<file path="src/rtl/pool_pkg.sv">
// Shared definitions for the pooling datapath: mode constants and the
// width helper used to size counters and accumulators.
package pool_pkg;

   typedef enum logic [0:0] {
      POOL_MAX = 1'b0,
      POOL_AVG = 1'b1
   } pool_mode_e;

   localparam int WINDOW_MIN = 2;
   localparam int WINDOW_MAX = 256;

   // Ceiling log2, bounded loop so it stays a legal constant function.
   function automatic int pool_clog2(input int value);
      int w;
      w = 0;
      for (int i = 0; i < 31; i++) begin
         if ((1 << i) < value) w = i + 1;
      end
      return w;
   endfunction

endpackage

</file>
<file path="src/rtl/pool_stream_if.sv">
// Element stream in, pooled result stream out, plus the window abort.
interface pool_stream_if #(
   parameter int DATA_W = 22
) ();
   logic              clear;
   logic              in_valid;
   logic              in_ready;
   logic [DATA_W-1:0] in_data;
   logic              out_valid;
   logic              out_ready;
   logic [DATA_W-1:0] out_data;

   modport master (
      output clear, in_valid, in_data, out_ready,
      input  in_ready, out_valid, out_data
   );

   modport slave (
      input  clear, in_valid, in_data, out_ready,
      output in_ready, out_valid, out_data
   );
endinterface

</file>
<file path="src/rtl/pool_combine.sv">
// Combinational reduction step: folds one element into the running
// accumulator (max or sum). Also exposes the element extended to the
// accumulator width so callers can load it on the first beat.
module pool_combine
   import pool_pkg::*;
#(
   parameter int         DATA_W = 22,
   parameter int         ACC_W  = 22,
   parameter pool_mode_e MODE   = POOL_MAX,
   parameter int         SIGNED = 1
) (
   input  logic [ACC_W-1:0]  acc,
   input  logic [DATA_W-1:0] elem,
   output logic [ACC_W-1:0]  elem_ext,
   output logic [ACC_W-1:0]  acc_next
);
   localparam int EXT_W = ACC_W + 1 - DATA_W;

   // One guard bit above the accumulator lets a single signed compare
   // serve both signed (sign-fill) and unsigned (zero-fill) builds.
   logic                    fill_acc;
   logic                    fill_elem;
   logic signed [ACC_W:0]   acc_x;
   logic signed [ACC_W:0]   elem_x;
   logic        [ACC_W-1:0] sum;

   assign fill_acc  = (SIGNED != 0) ? acc[ACC_W-1]   : 1'b0;
   assign fill_elem = (SIGNED != 0) ? elem[DATA_W-1] : 1'b0;
   assign acc_x     = {fill_acc, acc};
   assign elem_x    = {{EXT_W{fill_elem}}, elem};
   assign elem_ext  = elem_x[ACC_W-1:0];
   assign sum       = acc + elem_x[ACC_W-1:0];

   // Select the combine rule; on a max tie the accumulator is kept.
   always_comb begin
      acc_next = acc;
      if (MODE == POOL_AVG) begin
         acc_next = sum;
      end else if (elem_x > acc_x) begin
         acc_next = elem_x[ACC_W-1:0];
      end
   end

endmodule

</file>
<file path="src/rtl/pool_stream.sv">
// Streaming pooling unit: reduces each WINDOW consecutive elements to
// their maximum or floor-mean, with a one-deep held output register.
// Only the closing beat of a window stalls while a result is unread.
module pool_stream
   import pool_pkg::*;
#(
   parameter int         DATA_W = 22,
   parameter int         WINDOW = 16,
   parameter pool_mode_e MODE   = POOL_MAX,
   parameter int         SIGNED = 1
) (
   input logic           clk,
   input logic           rst,
   pool_stream_if.slave  s
);
   localparam int LOG2W = pool_clog2(WINDOW);
   localparam int CNT_W = LOG2W;
   localparam int ACC_W = (MODE == POOL_AVG) ? DATA_W + LOG2W : DATA_W;

   generate
      if (WINDOW < WINDOW_MIN || WINDOW > WINDOW_MAX ||
          (MODE == POOL_AVG && (WINDOW & (WINDOW - 1)) != 0)) begin : g_bad_cfg
         $error("pool_stream: WINDOW must be 2..256 and a power of two for POOL_AVG");
      end
   endgenerate

   logic [CNT_W-1:0]  cnt;
   logic [ACC_W-1:0]  acc;
   logic [ACC_W-1:0]  elem_ext;
   logic [ACC_W-1:0]  comb_next;
   logic [DATA_W-1:0] result;
   logic              first;
   logic              last;
   logic              accept;

   assign first      = (cnt == '0);
   assign last       = (cnt == CNT_W'(WINDOW - 1));
   assign s.in_ready = !s.clear && !(last && s.out_valid && !s.out_ready);
   assign accept     = s.in_valid && s.in_ready;

   pool_combine #(
      .DATA_W (DATA_W),
      .ACC_W  (ACC_W),
      .MODE   (MODE),
      .SIGNED (SIGNED)
   ) u_combine (
      .acc      (acc),
      .elem     (s.in_data),
      .elem_ext (elem_ext),
      .acc_next (comb_next)
   );

   generate
      if (MODE == POOL_AVG) begin : g_avg
         // Floor divide by WINDOW: arithmetic and logical shifts differ only
         // in bits above DATA_W, which truncation drops, so a slice suffices.
         function automatic logic [DATA_W-1:0] avg_floor(input logic [ACC_W-1:0] total);
            return total[LOG2W +: DATA_W];
         endfunction
         assign result = avg_floor(comb_next);
      end else begin : g_max
         assign result = comb_next;
      end
   endgenerate

   // Window position and running accumulator; FIRST reloads, clear aborts.
   always_ff @(posedge clk or posedge rst) begin
      if (rst) begin
         cnt <= '0;
         acc <= '0;
      end else if (s.clear) begin
         cnt <= '0;
         acc <= '0;
      end else if (accept) begin
         cnt <= last ? '0 : cnt + 1'b1;
         acc <= first ? elem_ext : comb_next;
      end
   end

   // Held result: a new load wins over a same-cycle downstream accept.
   always_ff @(posedge clk or posedge rst) begin
      if (rst) begin
         s.out_valid <= 1'b0;
         s.out_data  <= '0;
      end else if (accept && last) begin
         s.out_valid <= 1'b1;
         s.out_data  <= result;
      end else if (s.out_ready) begin
         s.out_valid <= 1'b0;
      end
   end

endmodule

</file>
<file path="src/flat_wrapper.sv">
// flat-port wrapper written by rule: the top's interface ports become plain ports
module pool_stream_flat import pool_pkg::*;
#(
   parameter int         DATA_W = 22,
   parameter int         WINDOW = 16,
   parameter pool_mode_e MODE   = POOL_MAX,
   parameter int         SIGNED = 1
)
  (clk, rst, s_clear, s_in_valid, s_in_data, s_out_ready, s_in_ready, s_out_valid, s_out_data);
  pool_stream_if #(.DATA_W(DATA_W)) s_i ();
  input logic clk;
  input logic rst;
  input wire logic [$bits(s_i.clear)-1:0] s_clear;
  input wire logic [$bits(s_i.in_valid)-1:0] s_in_valid;
  input wire logic [$bits(s_i.in_data)-1:0] s_in_data;
  input wire logic [$bits(s_i.out_ready)-1:0] s_out_ready;
  output wire logic [$bits(s_i.in_ready)-1:0] s_in_ready;
  output wire logic [$bits(s_i.out_valid)-1:0] s_out_valid;
  output wire logic [$bits(s_i.out_data)-1:0] s_out_data;
  assign s_i.clear = s_clear;
  assign s_i.in_valid = s_in_valid;
  assign s_i.in_data = s_in_data;
  assign s_i.out_ready = s_out_ready;
  assign s_in_ready = s_i.in_ready;
  assign s_out_valid = s_i.out_valid;
  assign s_out_data = s_i.out_data;
  pool_stream #(.DATA_W(DATA_W), .WINDOW(WINDOW), .MODE(MODE), .SIGNED(SIGNED)) u_core (.clk(clk), .rst(rst), .s(s_i));
endmodule
</file>
<file path="config.mk">
export PLATFORM = sky130hd
export DESIGN_NAME = pool_stream_flat
export DESIGN_NICKNAME = d
export VERILOG_FILES = /design/src/rtl/pool_pkg.sv /design/src/rtl/pool_stream_if.sv /design/src/rtl/pool_combine.sv /design/src/rtl/pool_stream.sv /design/src/flat_wrapper.sv
export SDC_FILE = /design/constraint.sdc
export NUM_CORES = 1
export LEC_CHECK = 0
export CORE_MARGIN = 4
export CORE_UTILIZATION = 59
export CTS_BUF_LIST = sky130_fd_sc_hd__clkbuf_8
export DETAILED_ROUTE_END_ITERATION = 6
export DONT_BUFFER_PORTS = 1
export PLACE_DENSITY = 0.85
export SETUP_SLACK_MARGIN = 0.05
export SYNTH_ARGS = -nofsm -noshare
export SYNTH_HDL_FRONTEND = slang
export SYNTH_SLANG_ARGS = --single-unit
</file>
<file path="constraint.sdc">
create_clock -name clk -period 2.2 [get_ports clk]
set_input_delay 0.44 -clock clk [delete_from_list [all_inputs] [get_ports clk]]
set_output_delay 0.44 -clock clk [all_outputs]
set_load 0.1 [all_outputs]
</file>
==> results.md <==
- Largest net degree at the start of global routing: 46
- Clock buffers created by TritonCTS: 5
- Share of flip-flops with an asynchronous set or reset: 100%
- Headroom to the max-slew limit: ~63%
- Result of the run: finished, violations left
- Most heavily used metal layer in global routing: met2
- Later-pin clock latency in the skew report: 0.31 ns
- Initial Utilization: between 60% and 70%
- Number of distinct standard cells referenced by the synthesized netlist: 33
- Worst hold-check slack: between 0.05 and 0.06 ns
- Die outline height: 77.5 um
- Core region area: 4690 um^2
- Sequential-to-total area share from yosys stat: a little over two fifths
- Met2 Track Usage GR: 50.2%
- Number of antenna cells inserted: 0
- Total die area: 6010 um^2
- Via count: 2980
- Final #Nets: 406
- Fraction of post-synthesis cell area in the top cell type by area: 43.0%
- Max cap viols: 0
- Synthesized instance count: 294
- Final design utilization: roughly 81%
- Worst path slowest cell: sky130_fd_sc_hd__dfrtp_1
- Commonest non-fill, non-tap cell in the layout: sky130_fd_sc_hd__buf_4
- Routing usage on met1: 40.1%
- Vias in the first global route: 2932
- Clock network power share: 24.5%
- Cell breakdown of the critical path: inv_2 > ha_4 > nand4_1 > nor4_4 > nand4_1 > o311a_4 > o32ai_4 > buf_6 > a22o_1
- Final Hold Viols: 0
- HPWL Detailed: 5310 um
- Reg power frac: 43.0%
- Number of antenna violations at the first check in global routing: 0
- Switching share of total power: around 33%
- Root buffer cell: sky130_fd_sc_hd__clkbuf_8
- Yosys warning count: 0
- Clock edge transition at the registers on the reported setup and hold paths: 0.10 ns
- Cell Int Power: 1.52 mW
- Via/cell ratio: about 7.3
- Maximum fanout count along the critical path: 8
- Routed wire per std cell: 24.5 um
- Worst Tran Pin Value: 0.553 ns
- Top-level I/O count: 51
- Cell type with the highest aggregate area in the netlist: sky130_fd_sc_hd__dfrtp_1
- Total routed wirelength: 10000 um
- CTS tree: done
- Capturing element type of the critical path: register
- Cell Count Post-Placement: 391
- HP Class: input port to async pin
- Least setup slack across all paths after layout: -0.460 ns
- Wire length of the first global-routing pass: roughly 15000 um
- Dominant delay contributor by cell family on the critical path: simple AND/OR/NAND/NOR gates
- Leakage power summed over all cells: 1.79 nW
- Count of final max-slew check failures: 0
- Placed Instance Area: 3390 um^2
- Switching power of the nets: about 0.76 mW
- Area of the mapped netlist: 2850 um^2
- Violation count after the first detailed-routing iteration: 412
- Area of all placed cells without fillers: 3810 um^2
- Synth area leaders: sky130_fd_sc_hd__dfrtp_1 43%, sky130_fd_sc_hd__ha_1 11%, sky130_fd_sc_hd__a22o_1 7.1%
- Critical path buffers and inverters: 2
- Final worst path period need: 2.66 ns
- Maximum level of the CTS H-tree: 2
- Overall overflow remaining after global route: 0
- Routing usage on met3: 9.74%
- Combinational Power Share: between 30% and 40%
- Number of routed nets with antenna violations: 0
- Critical path class: register to register
- Most used cells in the layout excluding fill and tap cells: 61 x sky130_fd_sc_hd__buf_4, 48 x sky130_fd_sc_hd__dfrtp_1, 33 x sky130_fd_sc_hd__nand2_1
- Fin Setup TNS: -16.62 ns
- Ratio of cells with drive above 1 in the final layout: 34.9%
- DRC: 0
- Routability Congestion: 0.832
- Post-layout total power: 2.28 mW
- GRT Util Overall: between 30 and 40%
- Worst voltage drop across the vdd grid: 0.358 mV
- Number of synthesized flops with an enable pin: 0
- Worst EP required: 2.44 ns
- Avg Synthesized Cell Area: 9.70 um^2
- Category of the worst setup path launch point: register
- RSZ-0062 raised after global routing: yes
- Final worst path period share: 121%
- Maximum buffer depth of the clock tree: 2
- Setup violation total in the final timing report: 44
- Primary flip-flop cell chosen by synthesis mapping: sky130_fd_sc_hd__dfrtp_1
- Area growth from synthesis to layout: 33.7%
- Pwr per Cell Area: 598 nW/um^2
- Synth Net Count: roughly 350
- DIE WIDTH: between 70 and 80 um
- Final setup skew: approximately 0.014 ns
- Total iterations of the first detailed-routing run: 5
- Violated checks: setup timing
- Achievable clock frequency: around 380 MHz
- Number of rows in the core area: 25
- Final std cells w/o fill: ~410
- Crit path DAT: between 2 and 3 ns
- Register bit count reported by yosys: 49
- Number of fill cells: about 230
- Delay of the slowest cell on the worst path: 0.40 ns
- Number of I/O port buffers: 0
- Post-Place Setup Slack: -0.359 ns
- Most common cell type on the critical path: sky130_fd_sc_hd__nand4_1
- TritonCTS Sinks: 49
-- cell families (layout without fill, tap and decap cells) --
| group | count (synthesis) | in the layout | share of synthesized area (%) |
|---|---|---|---|
| AO/OA/AOI/OAI | 73 | 73 | 20.6 |
| XOR/XNOR | 1 | 1 | 0.307 |
| adder cells (fa/ha/maj) | 24 | 24 | 10.5 |
| buffers and inverters | 49 | 110 | 7.77 |
| flip-flops | 49 | 49 | 43.0 |
| AND/OR/NAND/NOR | 98 | 98 | 17.8 |
-- layer usage --
metal,vias up,share of wire (%)
li1,1210,-
met1,1397,37
met2,299,46
met3,74,12
met4,0,5.3
met5,-,0
-- final cells by class --
cell class,count,area [um^2],share of cell area (%)
Timing Repair Buffer,75,642,16.8
Sequential cell,49,1230,32.2
Clock buffer,6,82.6,2.17
Tap cell,54,67.6,1.77
Clock inverter,1,3.75,0.0985
Multi-Input combinational cell,196,1680,44.2
Inverter,28,105,2.76
-- cells in the mapped netlist (5+ instances only) --
| cell | n |
|---|---|
| sky130_fd_sc_hd__ha_1 | 24 |
| sky130_fd_sc_hd__clkbuf_1 | 11 |
| sky130_fd_sc_hd__inv_1 | 28 |
| sky130_fd_sc_hd__a22o_1 | 23 |
| sky130_fd_sc_hd__nand2_1 | 34 |
| sky130_fd_sc_hd__nand3_1 | 23 |
| sky130_fd_sc_hd__buf_2 | 6 |
| sky130_fd_sc_hd__o21ai_0 | 5 |
| sky130_fd_sc_hd__dfrtp_1 | 49 |
| sky130_fd_sc_hd__a21oi_1 | 10 |
| sky130_fd_sc_hd__o211ai_1 | 22 |
| sky130_fd_sc_hd__nand4_1 | 27 |
-- power groups by stage --
stage	sequential (mW)	combinational, mW	clock, mW
final	0.981	0.741	0.558
after global routing	0.983	0.777	0.593
after CTS	0.974	0.635	0.544
after detailed placement	0.991	0.529	0
after global placement	0.987	0.501	0
after floorplan	0.989	0.355	0
-- sequential cells by signal, summed over array words and instances (netlist names) --
signal	count
u_core.acc	22
u_core.cnt	4
u_core.s.out_data	22
u_core.s.out_valid	1
-- worst paths after layout --
kind,slack [ns],start,end,cells past startpoint
max reg2reg,-0.46,u_core.acc[13],u_core.acc[20],9
min,0.05,rst,u_core.acc[21],1
min reg2reg,0.49,u_core.s.out_data[13],u_core.s.out_data[13],2
min in group clk,0.18,s_clear,u_core.cnt[2],1
max,-0.46,u_core.acc[13],u_core.acc[20],9
max in group asynchronous,1.61,rst,u_core.s.out_data[21],2
-- timing repair --
action                     4_1_cts  5_1_grt
pin swaps                       28       15
gates cloned                     2        0
buffers inserted                 5        5
resized for setup               33       15
setup endpoints to repair       44       45
hold buffers                     0        0
-- worst register-to-register path: cells and delay by family (launching register included) --
kind	cells	cell delay, ns
DFF	1	0.40
and+or+nand+nor	3	0.88
AOI/OAI and AO/OA	3	0.77
adders and majority gates	1	0.28
buffers and inverters	2	0.26
Power figures use the tool's default switching activity.
